**src/rtl/uart_tx_arbiter.sv**
```systemverilog
// uart_tx_arbiter: shares one RS232 transmitter between NUM_REQ byte-stream requesters.
// Round-robin grant, held for a whole packet until a byte tagged last has gone out; the
// transmitter's en_TX/TX_ready handshake is sequenced one byte at a time.
//
// Ports
//   clk, rst          clock; asynchronous active-low reset
//   req_valid_i       per-requester byte valid
//   req_data_i        byte of requester i at [8i+7:8i]
//   req_last_i        byte ends requester i's packet
//   req_ready_o       byte i accepted this cycle (transfer = valid & ready)
//   grant_o           one-hot packet owner, 0 when unowned
//   uart_tx_o         byte to transmitter TX
//   uart_en_tx_o      transmitter en_TX, one-cycle pulse per byte
//   uart_tx_ready_i   transmitter TX_ready
//   busy_o            FSM not idle
//   arb_error_o       sticky watchdog flag
//
// Optional feature: define UART_ARB_WATCHDOG_EN to enable a TIMEOUT_CYCLES watchdog that
// releases a stuck grant and sets arb_error_o. Without it arb_error_o is tied to 0.
module uart_tx_arbiter #(
  parameter int unsigned NUM_REQ        = 2,
  parameter logic [31:0] TIMEOUT_CYCLES = 32'd2000000
) (
  input  logic                 clk,
  input  logic                 rst,
  input  logic [NUM_REQ-1:0]   req_valid_i,
  input  logic [8*NUM_REQ-1:0] req_data_i,
  input  logic [NUM_REQ-1:0]   req_last_i,
  output logic [NUM_REQ-1:0]   req_ready_o,
  output logic [NUM_REQ-1:0]   grant_o,
  output logic [7:0]           uart_tx_o,
  output logic                 uart_en_tx_o,
  input  logic                 uart_tx_ready_i,
  output logic                 busy_o,
  output logic                 arb_error_o
);

  localparam int unsigned IdxW = (NUM_REQ > 1) ? $clog2(NUM_REQ) : 1;

  typedef enum logic [2:0] {
    StIdle,
    StIssue,
    StWaitBusy,
    StWaitDone,
    StHold
  } state_e;

  state_e              state_q, state_d;
  logic [IdxW-1:0]     rr_ptr_q, rr_ptr_d;
  logic [IdxW-1:0]     owner_q, owner_d;
  logic [NUM_REQ-1:0]  grant_q, grant_d;
  logic [7:0]          tx_q, tx_d;
  logic                last_q, last_d;
  logic                en_q, en_d;
  logic                busy_q, busy_d;

`ifdef UART_ARB_WATCHDOG_EN
  logic [31:0]         wd_q, wd_d;
  logic                err_q, err_d;
  logic                wd_watched;
`endif

  logic                win_found;
  logic [IdxW-1:0]     win_idx;

  function automatic logic [IdxW-1:0] next_idx(input logic [IdxW-1:0] idx);
    if (32'(idx) == NUM_REQ - 1) begin
      return '0;
    end
    return idx + 1'b1;
  endfunction

  // First valid requester searching upward from rr_ptr_q, wrapping to 0.
  always_comb begin
    int unsigned     cand;
    logic [IdxW-1:0] cand_idx;
    win_found = 1'b0;
    win_idx   = rr_ptr_q;
    cand      = 0;
    cand_idx  = '0;
    for (int unsigned k = 0; k < NUM_REQ; k++) begin
      cand = 32'(rr_ptr_q) + k;
      if (cand >= NUM_REQ) begin
        cand = cand - NUM_REQ;
      end
      cand_idx = IdxW'(cand);
      if (!win_found && req_valid_i[cand_idx]) begin
        win_found = 1'b1;
        win_idx   = cand_idx;
      end
    end
  end

  always_comb begin
    state_d     = state_q;
    rr_ptr_d    = rr_ptr_q;
    owner_d     = owner_q;
    grant_d     = grant_q;
    tx_d        = tx_q;
    last_d      = last_q;
    en_d        = 1'b0;
    req_ready_o = '0;

    unique case (state_q)
      StIdle: begin
        if (win_found && uart_tx_ready_i) begin
          req_ready_o[win_idx] = 1'b1;
          tx_d                 = req_data_i[{win_idx, 3'b000} +: 8];
          last_d               = req_last_i[win_idx];
          owner_d              = win_idx;
          grant_d              = '0;
          grant_d[win_idx]     = 1'b1;
          en_d                 = 1'b1;
          state_d              = StIssue;
        end
      end
      StIssue: begin
        state_d = StWaitBusy;
      end
      StWaitBusy: begin
        if (!uart_tx_ready_i) begin
          state_d = StWaitDone;
        end
      end
      StWaitDone: begin
        if (uart_tx_ready_i) begin
          if (last_q) begin
            rr_ptr_d = next_idx(owner_q);
            grant_d  = '0;
            state_d  = StIdle;
          end else begin
            state_d = StHold;
          end
        end
      end
      StHold: begin
        // Only the packet owner may continue; everyone else waits for the release.
        if (req_valid_i[owner_q] && uart_tx_ready_i) begin
          req_ready_o[owner_q] = 1'b1;
          tx_d                 = req_data_i[{owner_q, 3'b000} +: 8];
          last_d               = req_last_i[owner_q];
          en_d                 = 1'b1;
          state_d              = StIssue;
        end
      end
      default: begin
        state_d = StIdle;
      end
    endcase

`ifdef UART_ARB_WATCHDOG_EN
    err_d      = err_q;
    wd_watched = (state_q == StWaitBusy) || (state_q == StWaitDone) || (state_q == StHold);
    if (state_d != state_q) begin
      wd_d = '0;
    end else if (wd_watched) begin
      wd_d = wd_q + 32'd1;
    end else begin
      wd_d = wd_q;
    end
    // Timeout overrides any handshake decided above in the same cycle.
    if (wd_watched && (wd_q >= TIMEOUT_CYCLES - 32'd1)) begin
      err_d       = 1'b1;
      grant_d     = '0;
      rr_ptr_d    = next_idx(owner_q);
      state_d     = StIdle;
      wd_d        = '0;
      req_ready_o = '0;
      tx_d        = tx_q;
      last_d      = last_q;
      en_d        = 1'b0;
    end
`endif

    busy_d = (state_d != StIdle);
  end

  always_ff @(posedge clk or negedge rst) begin
    if (!rst) begin
      state_q  <= StIdle;
      rr_ptr_q <= '0;
      owner_q  <= '0;
      grant_q  <= '0;
      tx_q     <= 8'h00;
      last_q   <= 1'b0;
      en_q     <= 1'b0;
      busy_q   <= 1'b0;
`ifdef UART_ARB_WATCHDOG_EN
      wd_q     <= '0;
      err_q    <= 1'b0;
`endif
    end else begin
      state_q  <= state_d;
      rr_ptr_q <= rr_ptr_d;
      owner_q  <= owner_d;
      grant_q  <= grant_d;
      tx_q     <= tx_d;
      last_q   <= last_d;
      en_q     <= en_d;
      busy_q   <= busy_d;
`ifdef UART_ARB_WATCHDOG_EN
      wd_q     <= wd_d;
      err_q    <= err_d;
`endif
    end
  end

  // In IDLE the grant appears with the combinational accept so it covers the transfer cycle.
  assign grant_o      = (state_q == StIdle) ? req_ready_o : grant_q;
  assign uart_tx_o    = tx_q;
  assign uart_en_tx_o = en_q;
  assign busy_o       = busy_q;

`ifdef UART_ARB_WATCHDOG_EN
  assign arb_error_o = err_q;
`else
  logic unused_timeout;
  assign unused_timeout = ^TIMEOUT_CYCLES;
  assign arb_error_o    = 1'b0;
`endif

endmodule

```
**config.mk**
```make
export PLATFORM = sky130hd
export DESIGN_NAME = uart_tx_arbiter
export DESIGN_NICKNAME = d
export VERILOG_FILES = /design/src/rtl/uart_tx_arbiter.sv
export SDC_FILE = /design/constraint.sdc
export NUM_CORES = 1
export LEC_CHECK = 0
export ABC_AREA = 1
export CAP_MARGIN = 15
export CELL_PAD_IN_SITES_DETAIL_PLACEMENT = 1
export CELL_PAD_IN_SITES_GLOBAL_PLACEMENT = 1
export CORE_UTILIZATION = 27
export DETAILED_ROUTE_END_ITERATION = 10
export GPL_ROUTABILITY_DRIVEN = 0
export PLACE_DENSITY = 0.7
export RECOVER_POWER = 50
export SLEW_MARGIN = 40
export SYNTH_ARGS = -nofsm -noshare
export SYNTH_HDL_FRONTEND = slang
export SYNTH_SLANG_ARGS = --single-unit
```
**constraint.sdc**
```tcl
create_clock -name clk -period 1.24 [get_ports clk]
set_input_delay 0.248 -clock clk [delete_from_list [all_inputs] [get_ports clk]]
set_output_delay 0.248 -clock clk [all_outputs]
set_load 0.005 [all_outputs]
```
; ---- After elaboration in Yosys (flattened, before gate mapping)
; Cells that the tools add are included.
[totals]
latch_bits = 0
n_memories = 0
inputBits = 23
romBits = 0
elab_cells = 93
out_inout_bits = 15
ramBits = 0
regBits = 18
[op_classes]
n_eq_ne = 8
muxes = 49
magnitude_cmp = 8
shifts = 2
reduce_logical = 14
div_mod_pow = 0
mul = 0
add_sub_neg = 4
n_bitwise = 0
[op_table]
columns = operator, count
row1 = variable part select 16 x 5 -> 8 bit, 2
row2 = 2-to-1 mux 1 bit, 28
row3 = 2-to-1 mux 8 bit, 2
row4 = case mux 8 bit (2 select lines), 1
row5 = 2-to-1 mux 3 bit, 5
row6 = case mux 3 bit (5 select lines), 1
row7 = 2-to-1 mux 2 bit, 6
row8 = less-than comparator 1 x 2 -> 1 bit (second input constant), 4
row9 = != test 2 bit (second input constant), 4
row10 = case mux 2 bit (2 select lines), 2
row11 = equality test 3 x 2 -> 1 bit (second input constant), 2
row12 = AND reduction 3 bit, 2
row13 = logical AND 1 bit, 5
row14 = case mux 1 bit (2 select lines), 2
row15 = AND reduction 4 bit, 1
row16 = nonzero test 2 bit, 2
row17 = equality test 3 x 1 -> 1 bit (second input constant), 1
row18 = equality test 3 bit (second input constant), 1
row19 = zero test 3 bit, 1
row20 = nonzero test 3 bit, 1
row21 = adder 1 x 1 -> 2 bit (second input constant), 1
row22 = demux 1 bit (select 1 bit), 2
row23 = greater-or-equal comparator 1 bit (second input constant), 2
row24 = greater-or-equal comparator 1 x 2 -> 1 bit (second input constant), 1
row25 = 5 further kinds, 6

; ---- Depth between registers and ports, before layout
[depth]
word_depth = 15
ltp_mapped = 8
depth_no_buf = 8

; ---- Worst setup path after synthesis
; OpenSTA, ideal clock, no wires.
[synth_timing]
path_kind = reg-to-output
from = register state_q[1]
to = output grant_o[1]
required_time_ps = 992
path_buffers = 0
arrival_time_ps = 1041
slack_ps = -49
stages_incl_launch_ff = 8
cell_sequence = dfrtp_1 inv_2 nand2_4 nor2_1 nand2_2 inv_1 nand3_1 o21ai_0
[synth_between]
elab_chain_len = 3
word_cells_on_any_way = 4
cone_classes = eq/ne (1) / mux (2) / reduce/logical (1)
[synth_lines]
columns = element, line_no
row1 = "start, declared", 48  ; state_e state_q, state_d;
row2 = "start signal, assigned", 180  ; state_q <= StIdle;
row3 = "start signal, assigned", 193  ; state_q <= state_d;
row4 = equality test 3 bit / zero test 3 bit (equally long branches), "104, 209"
row5 = case mux 2 bit (2 select lines), 104  ; unique case (state_q)
row6 = 2-to-1 mux 2 bit (*), 209  ; assign grant_o = (state_q == StIdle) ? req_ready_o : grant_q;
row7 = "end, declared", 30  ; output logic [NUM_REQ-1:0] grant_o,
; Mark *: on every way between the ends. The rest lies on a longest branch, timed or not.

; ---- Worst setup path after layout
[layout_timing]
from = register state_q[1]
to = output req_ready_o[0]
[layout_between]
elab_chain_len = 2
word_cells_on_any_way = 3
cone_classes = eq/ne (1) / mux (1) / reduce/logical (1)
[layout_lines]
columns = element, line_no
row1 = equality test 3 bit / zero test 3 bit (equally long branches), 104
row2 = case mux 2 bit (2 select lines) (*), 104
row3 = "end, declared", 29  ; output logic [NUM_REQ-1:0] req_ready_o,
; Marks and branches as above.

==> results by group <==
Setup path
  • R2R Setup Slk: -0.17 ns
  • Worst Path Max Fanout: 3
  • Crit path kind: reg -> out
  • Worst Path Required: 0.99 ns
  • Worst Setup End Kind: output pin
  • R2R depth: 10
  • R2R Path Start: state_q[1]
  • CP arrival: roughly 1.4 ns
  • CP startpoint kind: flip-flop
  • Worst r2r dst: uart_tx_o[7]

Layout
  • P&R area growth vs syn: 75.0%
  • Most frequent cells in the layout: 39 x nand2_1, 28 x buf_4, 23 x inv_1, 19 x clkdlybuf4s50_1
  • # fillers: between 400 and 500
  • Finished Cell Area: 1790 um2
  • Nets: between 200 and 250
  • Commonest non-fill, non-tap cell in the layout: nand2_1
  • Final cell count without fillers: 262
  • Layout Utilization: 49.0%
  • Antenna Cells: 0
  • Layout cells sized above 1: 32.7%

GRT
  • Largest net degree at the start of global routing: 19
  • First-pass GRT wire length: about 5.7 mm
  • Vias in the first global route: ~1300
  • Total Routing Usage GR: between 10% and 20%
  • Remaining Overflow, GRT: 0
  • Initial antenna violation count: 0

Placed design
  • DP Area: about 1600 um2
  • Number of port buffers: 36
  • HPWL after detailed placement: between 2 and 2.5 mm
  • Placed insts: 250

Routing
  • Post-Route WL: 3.42 mm
  • Iteration-0 DRC Markers: 32
  • Drt pass-1 iters: 4
  • Residual DRC: 0
  • Final ANT Viol Nets: 0
  • Avg WL per Cell: 13.1 um
  • Vias/cell: 4.44
  • Vias: approximately 1200

Timing
  • RSZ-0062 raised after global routing: true
  • FMAX: between 600 and 700 MHz
  • Final period util: 130%
  • Final setup violation count: 18
  • Final hold vios: 0
  • Clock Skews: just over 0.001 ns
  • Worst setup margin: -0.378 ns
  • Fin crit period: 1.62 ns
  • Slew Limit Fails: 0

Power
  • Peak supply drop: 0.000549 V
  • Leakage power: 0.965 nW
  • PwrDens: roughly 1900 nW/um2
  • Design Power: around 0.0034 W

Synthesis
  • Synth cell types: 18
  • Yosys Warn Count: 0
  • Post-Synthesis Cells: roughly 140
  • Synthesized Nets: 166
  • Avg Cell Area, Syn: 7.17 um2
  • #FFs+latches synth: 18
  • Post-synthesis sequential area ratio: approximately 44%
  • Synthesized cell area: around 1000 um2

Clock tree
  • Clk sinks: 18
  • H-tree depth: 1
  • CTS tree: built
  • Longest Clk Path Bufs: 2
  • Clock Latency Late Sink: ~0.26 ns
  • CTS root buffer: clkbuf_8
  • Hold_buf cts: 0
  • CTS Buf Count: 3
  • Clk slew on worst S/H paths: 0.07 ns

Die
  • Die Wd: roughly 64 um
  • Initial Utilization: around 28%
  • Die height: 63.6 um
  • Rows: 22
  • Ports: 38
  • Die ar.: approximately 4000 um2
  • Placeable Area: roughly 3700 um2

Status
  • Failing checks: negative setup slack
  • Outcome: finished, violations left

Run
  • Max-cap violation count: 0

Worst hold path
  • HP Class: in -> async
[cells in the mapped netlist]
cell,n,area share [%]
a21oi_1,1,0.49
buf_4,1,0.73
buf_8,1,1.5
conb_1,1,0.37
dfrtp_1,18,44
inv_1,26,9.5
inv_2,4,1.5
nand2_1,46,17
nand2_2,3,1.8
nand2_4,2,2.2
nand3_1,21,10
nand3_2,2,2.0
nor2_1,3,1.1
nor2_2,1,0.61
nor2_4,1,1.1
nor3_1,1,0.49
o21a_1,1,0.73
o21ai_0,10,4.9
[per-stage QoR]
stage	setup TNS (ns)	setup slack (ns)	hold WS [ns]
floorplan	0	0.0125	-0.0476
global placement	-9.28	-0.732	0.468
detailed placement	-10.40	-0.812	0.477
CTS	-2.73	-0.343	0.333
global route	-4.79	-0.472	0.514
finish	-3.10	-0.378	0.473
[timing repair]
item | CTS | global route
endpoints found under the setup margin | 28 | 20
pin swaps | 5 | 12
setup buffers | 7 | 4
gates resized for setup | 46 | 11
[final cells by class]
| type | instances | area [um2] | area share (%) |
|---|---|---|---|
| timing repair buffer | 69 | 586 | 32.7 |
| multi-input combinational | 93 | 527 | 29.4 |
| sequential | 18 | 450 | 25.1 |
| inverter | 30 | 115 | 6.42 |
| tap | 48 | 60.1 | 3.35 |
| clock buffer | 4 | 55.1 | 3.07 |
[critical path: stages (launching register included)]
cell and delay [ns]:
dfrtp_1 0.39, buf_4 0.15, nor2_4 0.13, nand3_2 0.13, o21ai_1 0.17, buf_2 0.14
[cell families (layout without fill, tap and decap cells)]
group | after synthesis | count (layout) | synth area share (%)
simple gates | 80 | 80 | 36.4
compound gates | 12 | 12 | 6.11
buf+inv | 32 | 103 | 13.2
other cells | 1 | 1 | 0.366
flops | 18 | 18 | 44.0
[worst max path at each step]
| stage | from | endpoint |
|---|---|---|
| finish | state_q[1] | req_ready_o[0] |
| global route | state_q[1] | grant_o[1] |
| CTS | state_q[1] | req_ready_o[1] |
| detailed placement | req_valid_i[1] | req_ready_o[1] |
| global placement | req_valid_i[1] | req_ready_o[1] |
| floorplan | state_q[1] | grant_o[1] |
[flip-flops by register name (all words and copies together) (netlist names)]
register / flops
uart_tx_o: 8
state_q: 3
grant_q: 2
busy_o: 1
last_q: 1
owner_q: 1
rr_ptr_q: 1
uart_en_tx_o: 1
[where the power goes]
group	switching [W]	internal, W
Combinational	0.000943	0.000951
Sequential	0.000169	0.000851
Clock	0.000212	0.000283
Total	0.00132	0.00208
[per-layer routing]
layer	global-route usage, %	up-vias	wire length, um
li1	-	575	-
met1	19.1	543	1370
met2	34.8	34	1830
met3	2.90	10	133
met4	8.52	0	86
met5	0	-	0
Power figures use the tool's default switching activity.
